### src/rtl/sat_bin_pkg.sv
// ---------------------------------------------------------------------------
// sat_bin_pkg
//
// Shared definitions for the bin-level SAT solving pipeline.
//
// Contents:
//   DEF_WIDTH_BIN_I : default bin index width
//   DEF_WIDTH_LVL   : default decision level width
//   bin_result_e    : per-bin result encoding returned by the bin SAT engine
//   sched_state_e   : bin scheduler FSM state encoding
// ---------------------------------------------------------------------------
package sat_bin_pkg;

    // Default widths used by every block that carries bin indices or levels
    localparam int DEF_WIDTH_BIN_I = 10;
    localparam int DEF_WIDTH_LVL   = 10;

    // Result reported by the bin SAT engine. The reserved code is handled
    // exactly like a global UNSAT by consumers.
    typedef enum logic [1:0] {
        RES_SAT      = 2'd0,
        RES_CONFLICT = 2'd1,
        RES_UNSAT    = 2'd2,
        RES_RSVD     = 2'd3
    } bin_result_e;

    // Bin scheduler states: each request state (LOAD/SOLVE/BKT) emits a
    // single-cycle start pulse and is followed by a matching wait state.
    typedef enum logic [2:0] {
        IDLE       = 3'd0,
        LOAD       = 3'd1,
        WAIT_LOAD  = 3'd2,
        SOLVE      = 3'd3,
        WAIT_SOLVE = 3'd4,
        BKT        = 3'd5,
        WAIT_BKT   = 3'd6,
        FINISH     = 3'd7
    } sched_state_e;

endpackage

### src/rtl/bin_scheduler.sv
// ---------------------------------------------------------------------------
// bin_scheduler
//
// Top-level bin sequencing controller sitting directly upstream of the bin
// load/update stage. It walks the bins of the problem image in order,
// launching a load/update and then a bin solve for each one. On a conflict
// it starts a global variable-state backtrack and resumes at the backtrack
// bin; it finally reports SAT or UNSAT.
//
// Optional feature (macro BIN_SCHED_WATCHDOG_EN):
//   A per-wait-state watchdog. When a handshake does not arrive within
//   TIMEOUT_CYCLES cycles the run ends with timeout_o=1 and neither SAT nor
//   UNSAT. Without the macro there is no counter and timeout_o is tied 0.
//
// Ports:
//   clk                  clock
//   rst                  synchronous, active-low reset
//   start_i              pulse: begin solving from bin 0
//   start_load_update_o  one-cycle pulse to the load/update stage
//   first_load_update_o  marks the first load after start_i (no write-back)
//   request_bin_num_o    bin to load, stable until load_update_done_i
//   load_update_done_i   load/update stage finished
//   start_bin_solve_o    one-cycle pulse to the bin SAT engine
//   bin_solve_done_i     engine result valid (single cycle)
//   bin_result_i         0=SAT, 1=conflict, 2=global UNSAT, 3=as 2
//   bkt_lvl_i            backtrack level, sampled with bin_solve_done_i
//   bkt_bin_i            resume bin, sampled with bin_solve_done_i
//   start_backtrack_o    one-cycle pulse to the backtrack engine
//   bkt_lvl_o            captured backtrack level
//   backtrack_done_i     backtrack finished
//   busy_o               scheduler not idle
//   done_o               one-cycle pulse when the run finishes
//   sat_o / unsat_o      final verdict, held until next start_i
//   conflict_cnt_o       conflicts since start_i, saturating
//   timeout_o            watchdog fired, held until next start_i
// ---------------------------------------------------------------------------
module bin_scheduler
    import sat_bin_pkg::*;
#(
    parameter int NUM_BINS       = 32,
    parameter int WIDTH_BIN_I    = DEF_WIDTH_BIN_I,
    parameter int WIDTH_LVL      = DEF_WIDTH_LVL,
    parameter int TIMEOUT_CYCLES = 65535
) (
    input  logic                   clk,
    input  logic                   rst,
    input  logic                   start_i,
    output logic                   start_load_update_o,
    output logic                   first_load_update_o,
    output logic [WIDTH_BIN_I-1:0] request_bin_num_o,
    input  logic                   load_update_done_i,
    output logic                   start_bin_solve_o,
    input  logic                   bin_solve_done_i,
    input  logic [1:0]             bin_result_i,
    input  logic [WIDTH_LVL-1:0]   bkt_lvl_i,
    input  logic [WIDTH_BIN_I-1:0] bkt_bin_i,
    output logic                   start_backtrack_o,
    output logic [WIDTH_LVL-1:0]   bkt_lvl_o,
    input  logic                   backtrack_done_i,
    output logic                   busy_o,
    output logic                   done_o,
    output logic                   sat_o,
    output logic                   unsat_o,
    output logic [31:0]            conflict_cnt_o,
    output logic                   timeout_o
);

    localparam logic [WIDTH_BIN_I-1:0] LAST_BIN = WIDTH_BIN_I'(NUM_BINS - 1);

    sched_state_e           state_q, state_d;
    logic [WIDTH_BIN_I-1:0] curBin_q, curBin_d;
    logic [WIDTH_BIN_I-1:0] target_q, target_d;
    logic                   first_q, first_d;
    logic [WIDTH_LVL-1:0]   bktLvl_q, bktLvl_d;
    logic                   sat_q, sat_d;
    logic                   unsat_q, unsat_d;
    logic [31:0]            conflictCnt_q, conflictCnt_d;
    logic                   wdFire;
    bin_result_e            result;

    assign result = bin_result_e'(bin_result_i);

`ifdef BIN_SCHED_WATCHDOG_EN
    // Watchdog: counts cycles spent in the current wait state. It restarts
    // at zero whenever a wait state is entered (the request states always
    // precede a wait state and hold it at zero) and fires on the cycle that
    // would bring it to TIMEOUT_CYCLES, so a stalled wait state lasts
    // exactly TIMEOUT_CYCLES cycles before FINISH. A handshake arriving in
    // the firing cycle takes precedence.
    localparam logic [31:0] WD_LAST = 32'(TIMEOUT_CYCLES - 1);

    logic [31:0] wdCnt_q, wdCnt_d;
    logic        timeout_q, timeout_d;
    logic        inWait;
    logic        handshake;

    assign inWait    = (state_q == WAIT_LOAD) || (state_q == WAIT_SOLVE) ||
                       (state_q == WAIT_BKT);
    assign handshake = ((state_q == WAIT_LOAD)  && load_update_done_i) ||
                       ((state_q == WAIT_SOLVE) && bin_solve_done_i)   ||
                       ((state_q == WAIT_BKT)   && backtrack_done_i);
    assign wdFire    = inWait && !handshake && (wdCnt_q == WD_LAST);

    always_comb begin
        wdCnt_d   = '0;
        timeout_d = timeout_q;
        if (inWait && !handshake) begin
            wdCnt_d = wdCnt_q + 32'd1;
        end
        if ((state_q == IDLE) && start_i) begin
            timeout_d = 1'b0;
        end
        if (wdFire) begin
            timeout_d = 1'b1;
        end
    end

    always_ff @(posedge clk) begin
        if (!rst) begin
            wdCnt_q   <= '0;
            timeout_q <= 1'b0;
        end else begin
            wdCnt_q   <= wdCnt_d;
            timeout_q <= timeout_d;
        end
    end

    assign timeout_o = timeout_q;
`else
    assign wdFire    = 1'b0;
    assign timeout_o = 1'b0;
`endif

    // Next-state and datapath logic. Each handshake input is only looked at
    // in its own wait state, so early or stray completions are dropped.
    always_comb begin
        state_d       = state_q;
        curBin_d      = curBin_q;
        target_d      = target_q;
        first_d       = first_q;
        bktLvl_d      = bktLvl_q;
        sat_d         = sat_q;
        unsat_d       = unsat_q;
        conflictCnt_d = conflictCnt_q;

        unique case (state_q)
            IDLE: begin
                if (start_i) begin
                    state_d       = LOAD;
                    curBin_d      = '0;
                    first_d       = 1'b1;
                    sat_d         = 1'b0;
                    unsat_d       = 1'b0;
                    conflictCnt_d = '0;
                end
            end
            LOAD: begin
                first_d = 1'b0;
                state_d = WAIT_LOAD;
            end
            WAIT_LOAD: begin
                if (load_update_done_i) begin
                    state_d = SOLVE;
                end
            end
            SOLVE: begin
                state_d = WAIT_SOLVE;
            end
            WAIT_SOLVE: begin
                if (bin_solve_done_i) begin
                    case (result)
                        RES_SAT: begin
                            if (curBin_q == LAST_BIN) begin
                                sat_d   = 1'b1;
                                state_d = FINISH;
                            end else begin
                                curBin_d = curBin_q + 1'b1;
                                state_d  = LOAD;
                            end
                        end
                        RES_CONFLICT: begin
                            if (conflictCnt_q != '1) begin
                                conflictCnt_d = conflictCnt_q + 32'd1;
                            end
                            // A conflict at level 0 cannot be undone.
                            if (bkt_lvl_i == '0) begin
                                unsat_d = 1'b1;
                                state_d = FINISH;
                            end else begin
                                // Never resume past the bin that conflicted.
                                bktLvl_d = bkt_lvl_i;
                                target_d = (bkt_bin_i < curBin_q) ? bkt_bin_i : curBin_q;
                                state_d  = BKT;
                            end
                        end
                        default: begin
                            unsat_d = 1'b1;
                            state_d = FINISH;
                        end
                    endcase
                end
            end
            BKT: begin
                state_d = WAIT_BKT;
            end
            WAIT_BKT: begin
                if (backtrack_done_i) begin
                    curBin_d = target_q;
                    state_d  = LOAD;
                end
            end
            FINISH: begin
                state_d = IDLE;
            end
            default: begin
                state_d = IDLE;
            end
        endcase

        if (wdFire) begin
            sat_d   = 1'b0;
            unsat_d = 1'b0;
            state_d = FINISH;
        end
    end

    // State and datapath registers.
    always_ff @(posedge clk) begin
        if (!rst) begin
            state_q       <= IDLE;
            curBin_q      <= '0;
            target_q      <= '0;
            first_q       <= 1'b0;
            bktLvl_q      <= '0;
            sat_q         <= 1'b0;
            unsat_q       <= 1'b0;
            conflictCnt_q <= '0;
        end else begin
            state_q       <= state_d;
            curBin_q      <= curBin_d;
            target_q      <= target_d;
            first_q       <= first_d;
            bktLvl_q      <= bktLvl_d;
            sat_q         <= sat_d;
            unsat_q       <= unsat_d;
            conflictCnt_q <= conflictCnt_d;
        end
    end

    // Pulses are decoded from the state register, so each lasts exactly one
    // cycle and none can appear in the cycle following a reset.
    assign start_load_update_o = (state_q == LOAD);
    assign first_load_update_o = (state_q == LOAD) && first_q;
    assign start_bin_solve_o   = (state_q == SOLVE);
    assign start_backtrack_o   = (state_q == BKT);
    assign done_o              = (state_q == FINISH);
    assign busy_o              = (state_q != IDLE);
    assign request_bin_num_o   = curBin_q;
    assign bkt_lvl_o           = bktLvl_q;
    assign sat_o               = sat_q;
    assign unsat_o             = unsat_q;
    assign conflict_cnt_o      = conflictCnt_q;

endmodule

### config.mk
export PLATFORM = sky130hd
export DESIGN_NAME = bin_scheduler
export DESIGN_NICKNAME = d
export VERILOG_FILES = /design/src/rtl/sat_bin_pkg.sv /design/src/rtl/bin_scheduler.sv
export SDC_FILE = /design/constraint.sdc
export NUM_CORES = 1
export LEC_CHECK = 0
export CAP_MARGIN = 25
export CORE_MARGIN = 4
export CORE_UTILIZATION = 39
export CTS_BUF_LIST = sky130_fd_sc_hd__clkbuf_8
export CTS_CLUSTER_SIZE = 28
export DETAILED_ROUTE_END_ITERATION = 6
export PLACE_DENSITY = 0.73
export RECOVER_POWER = 100
export SYNTH_ARGS = -nofsm -noshare
export SYNTH_HDL_FRONTEND = slang
export SYNTH_SLANG_ARGS = --single-unit
### constraint.sdc
create_clock -name clk -period 3.9 [get_ports clk]
set_input_delay 0.39 -clock clk [delete_from_list [all_inputs] [get_ports clk]]
set_output_delay 0.39 -clock clk [all_outputs]
set_load 0.1 [all_outputs]
==> results by group <==
Status
  – Status: completed

Timing
  – Final Setup Violations: 0
  – Period Utilization, post-route: 83.1%
  – Worst Tran Pin Value: 1.17 ns
  – Setup WS post-layout: 0.658 ns
  – Minimum clock period: 3.24 ns
  – RSZ-0062 raised after global routing: false
  – Achievable frequency: 308 MHz
  – Final Max Tran Viols: 0
  – Hold Fails Final Rpt: 0
  – Setup Skew: 0.00697 ns
  – Max_slew headroom: 22.6%
  – Setup Total Neg Slack: 0 ns

Synthesis
  – Post-synth ARST share: 0%
  – Post-synth EDFFs: 0
  – Syn_area_per_cell: 8.06 sq um
  – Largest family of logic cells by synthesized area: compound AO/OA/AOI/OAI gates
  – Simple-Gate Fraction of Synth Area: 26.0%
  – Adder-cell share of the synthesized area: 3.42%
  – Synth unique cells: 60
  – Post-synthesis mux area share: 0.280%
  – Post-Synthesis Cells: 499
  – #FFs+latches synth: 68
  – Share of the yosys chip area belonging to registers: 33.9%
  – Prevailing post-synth register cell: dfxtp_1
  – Synth Area in Compound Gates: 28.9%
  – Post-Syn Area: 4020 sq um
  – Syn_nets: 538
  – Warnings from Yosys: 0
  – XOR/XNOR Fraction of Synth Area: 0.436%

Hold path
  – Hold worst-path end: unsat_o$_SDFFE_PN0P_
  – Hold path cells: 2
  – Worst Hold Class: reg2reg
  – Hold wc startpoint: unsat_o$_SDFFE_PN0P_

Worst setup path
  – CP required: 4.14 ns
  – RR Startpoint: conflict_cnt_o[0]$_SDFFE_PN0P_
  – CP Class: reg2reg
  – Peak fanout along the critical path: 23
  – Arrival time of the worst setup path: 3.49 ns
  – Critical R2R Capture: conflict_cnt_o[17]$_SDFFE_PN0P_
  – Worst-path cell chain: ha_1, nand3_1, nor4_1, clkbuf_1, and4_1, clkbuf_1, nor4_1, o221a_2
  – Crit path buf inv count: 2
  – Crit-path slowest cell: and4_1
  – CP Capture Type: flip-flop
  – CP top delay family: simple AND/OR/NAND/NOR gates
  – CP peak stage delay: 0.78 ns
  – Worst R2R Path Depth: 8
  – R2R setup slack: 0.66 ns
  – Crit path depth: 8
  – Worst Setup Start Kind: flip-flop

GRT
  – Vias in the first global route: 3,935
  – Largest net degree at the start of global routing: 44
  – Initial antenna violation count: 0
  – Total grt overflow: 0
  – Global-route wire length before repair: 19,600 microns
  – GRT Resource Usage Total: 20.3%

Pwr
  – Net switching power: 518 uW
  – Clock power frac: 39.5%
  – Comb pwr share: 17.3%
  – Internal: 1.17 mW
  – P_leak: 1.74 nW
  – Pwr dens: 329 nW/um^2
  – Sequential power share: 43.2%
  – Net switching fraction of the power: 30.7%
  – VDD IR-drop max: 0.000178 V

Clock tree
  – CTS Buf Count: 9
  – Worst-path clk slew: 0.08 ns
  – TritonCTS Sinks: 68
  – Clk_lat worst skew: 0.35 ns
  – H-tree levels: 3
  – Post-cts resize count: 0
  – CTS root buf: clkbuf_8
  – CTS max path bufs: 2
  – Post-CTS setup buffers: 0
  – Hold-fix buffers, CTS: 0
  – CTS tree: built

Layout
  – Finished Cell Area: 5120 sq um
  – Multi-input gate area: 2370 sq um
  – Fill cells: 953
  – NumNets Final: 607
  – Share of cells above drive strength 1: 9.42%
  – Area Overhead vs Synth: 27.4%
  – Ant. Diodes: 0
  – Storage element area: 1360 sq um
  – Non-Filler Instances: 706

Floorplanning
  – Initial core utilization: 40.6%
  – Die Y: 110 microns
  – Die X: 110 microns
  – DIE AREA: 12,000 sq um
  – # rows: 36
  – Ports: 89
  – Core Region: 9910 sq um

Job
  – MaxCap Viol Count: 0

Drt
  – DRT iter0 DRCs: 309
  – Vias after detailed routing: 4,333
  – Vias per cell: 6.14
  – Drt drc: 0
  – Per-cell routed wire length: 17.2 microns
  – Final wirelength: 12,200 microns
  – Antenna viol nets, final: 0
  – First-pass DRT Iterations: 5

Placed design
  – GP Congestion: 0.859
  – Half-perimeter wire length after detailed placement: 8710 microns
  – Port-buffer cells: 87
  – Placed cells: 690
  – Placement Setup Slack: 1.04 ns
  – Dpl cell area: 4920 sq um
## cell families after synthesis
family	Yosys count
AO/OA/AOI/OAI	160
XOR/XNOR	2
other	1
multiplexers	1
AND/OR/NAND/NOR	199
buffers and inverters	57
flip-flops	68
adder cells (fa/ha/maj)	11
## tightest hold or removal path: cells and delay by family (launching register included)
family | cells | cell delay, ns
AO/OA/AOI/OAI | 1 | 0.05
buffers and inverters | 1 | 0.05
flip-flops | 1 | 0.32
## power groups by stage
stage | combinational [mW] | clock, mW | sequential [mW]
finish | 0.291 | 0.666 | 0.729
global route | 0.312 | 0.703 | 0.733
CTS | 0.296 | 0.671 | 0.729
detailed placement | 0.295 | 0 | 0.746
global placement | 0.290 | 0 | 0.745
floorplan | 0.175 | 0 | 0.777
## placed cells by master, fill, tap and decap left out, drive strengths merged, types with 8 or more instances in the layout
cell | netlist | layout
nor2 | 22 | 22
ha | 11 | 11
a31oi | 13 | 13
nor3 | 26 | 26
o221a | 21 | 21
or3 | 8 | 8
nand3 | 21 | 21
a311oi | 13 | 13
nand2 | 60 | 60
o21ai | 22 | 22
dlygate4sd3 | 0 | 59
a21oi | 39 | 39
clkdlybuf4s50 | 0 | 27
a211oi | 13 | 13
nor4 | 12 | 12
clkbuf | 27 | 13
nand4 | 17 | 17
dfxtp | 68 | 68
inv | 20 | 20
## state kept, by name, indices dropped and copies added, names as in the netlist
register	count
conflict_cnt_o	32
bkt_lvl_o	10
request_bin_num_o	10
target_q	10
state_q	3
first_q	1
sat_o	1
unsat_o	1
## cell usage after synthesis, types with 8 or more instances
| cell type | instances | area, sq um |
|---|---|---|
| dfxtp_1 | 68 | 1360 |
| nand2_1 | 60 | 225 |
| a21oi_1 | 39 | 195 |
| nor3_1 | 26 | 130 |
| clkbuf_1 | 24 | 90.1 |
| nor2_1 | 22 | 82.6 |
| o21ai_0 | 22 | 110 |
| o221a_2 | 21 | 236 |
| inv_1 | 20 | 75.1 |
| nand3_1 | 20 | 100 |
| nand4_1 | 16 | 100 |
| a211oi_1 | 13 | 97.6 |
| a311oi_1 | 13 | 114 |
| a31oi_1 | 13 | 81.3 |
| nor4_1 | 12 | 75.1 |
| ha_1 | 11 | 138 |
| or3_1 | 8 | 50.1 |
## layer usage
metal	global-route usage, %	routed length (microns)	up-vias	share of wire, %
li1	-	-	2068	-
met1	28.2	5450	2065	45
met2	31.4	5690	187	47
met3	3.35	888	13	7.3
met4	7.57	139	0	1.1
met5	0	0	-	0
## per-stage QoR
step                utilization (%)  hold WS (ns)  power, mW
global route                   51.7         0.483       1.75
global placement               49.6         0.446       1.03
CTS                            51.9         0.460       1.70
floorplan                         -         0.446      0.952
finish                         51.7         0.454       1.69
detailed placement             49.6         0.440       1.04
## area by class of cell
cell class | count | share of cell area, %
flip-flops and latches | 68 | 26.6
clock buffers | 10 | 2.69
multi-input cells | 374 | 46.4
repair buffers | 95 | 17.9
well taps | 133 | 3.25
inverters | 20 | 1.47
clock inverters | 6 | 1.71
## how the worst max path moves through the flow
stage	startpoint	endpoint	slack [ns]
2_1_floorplan	state_q[1]$_SDFFE_PN0P_	first_load_update_o	0.71
5_1_grt	conflict_cnt_o[0]$_SDFFE_PN0P_	conflict_cnt_o[19]$_SDFFE_PN0P_	0.45
4_1_cts	state_q[0]$_SDFFE_PN0P_	start_backtrack_o	0.91
3_5_place_dp	bkt_lvl_i[0]	target_q[6]$_SDFFE_PN0P_	1.04
6_report	conflict_cnt_o[0]$_SDFFE_PN0P_	conflict_cnt_o[17]$_SDFFE_PN0P_	0.66
3_3_place_gp	conflict_cnt_o[0]$_SDFFE_PN0P_	conflict_cnt_o[17]$_SDFFE_PN0P_	1.17
(Power assumes the default switching activity.)
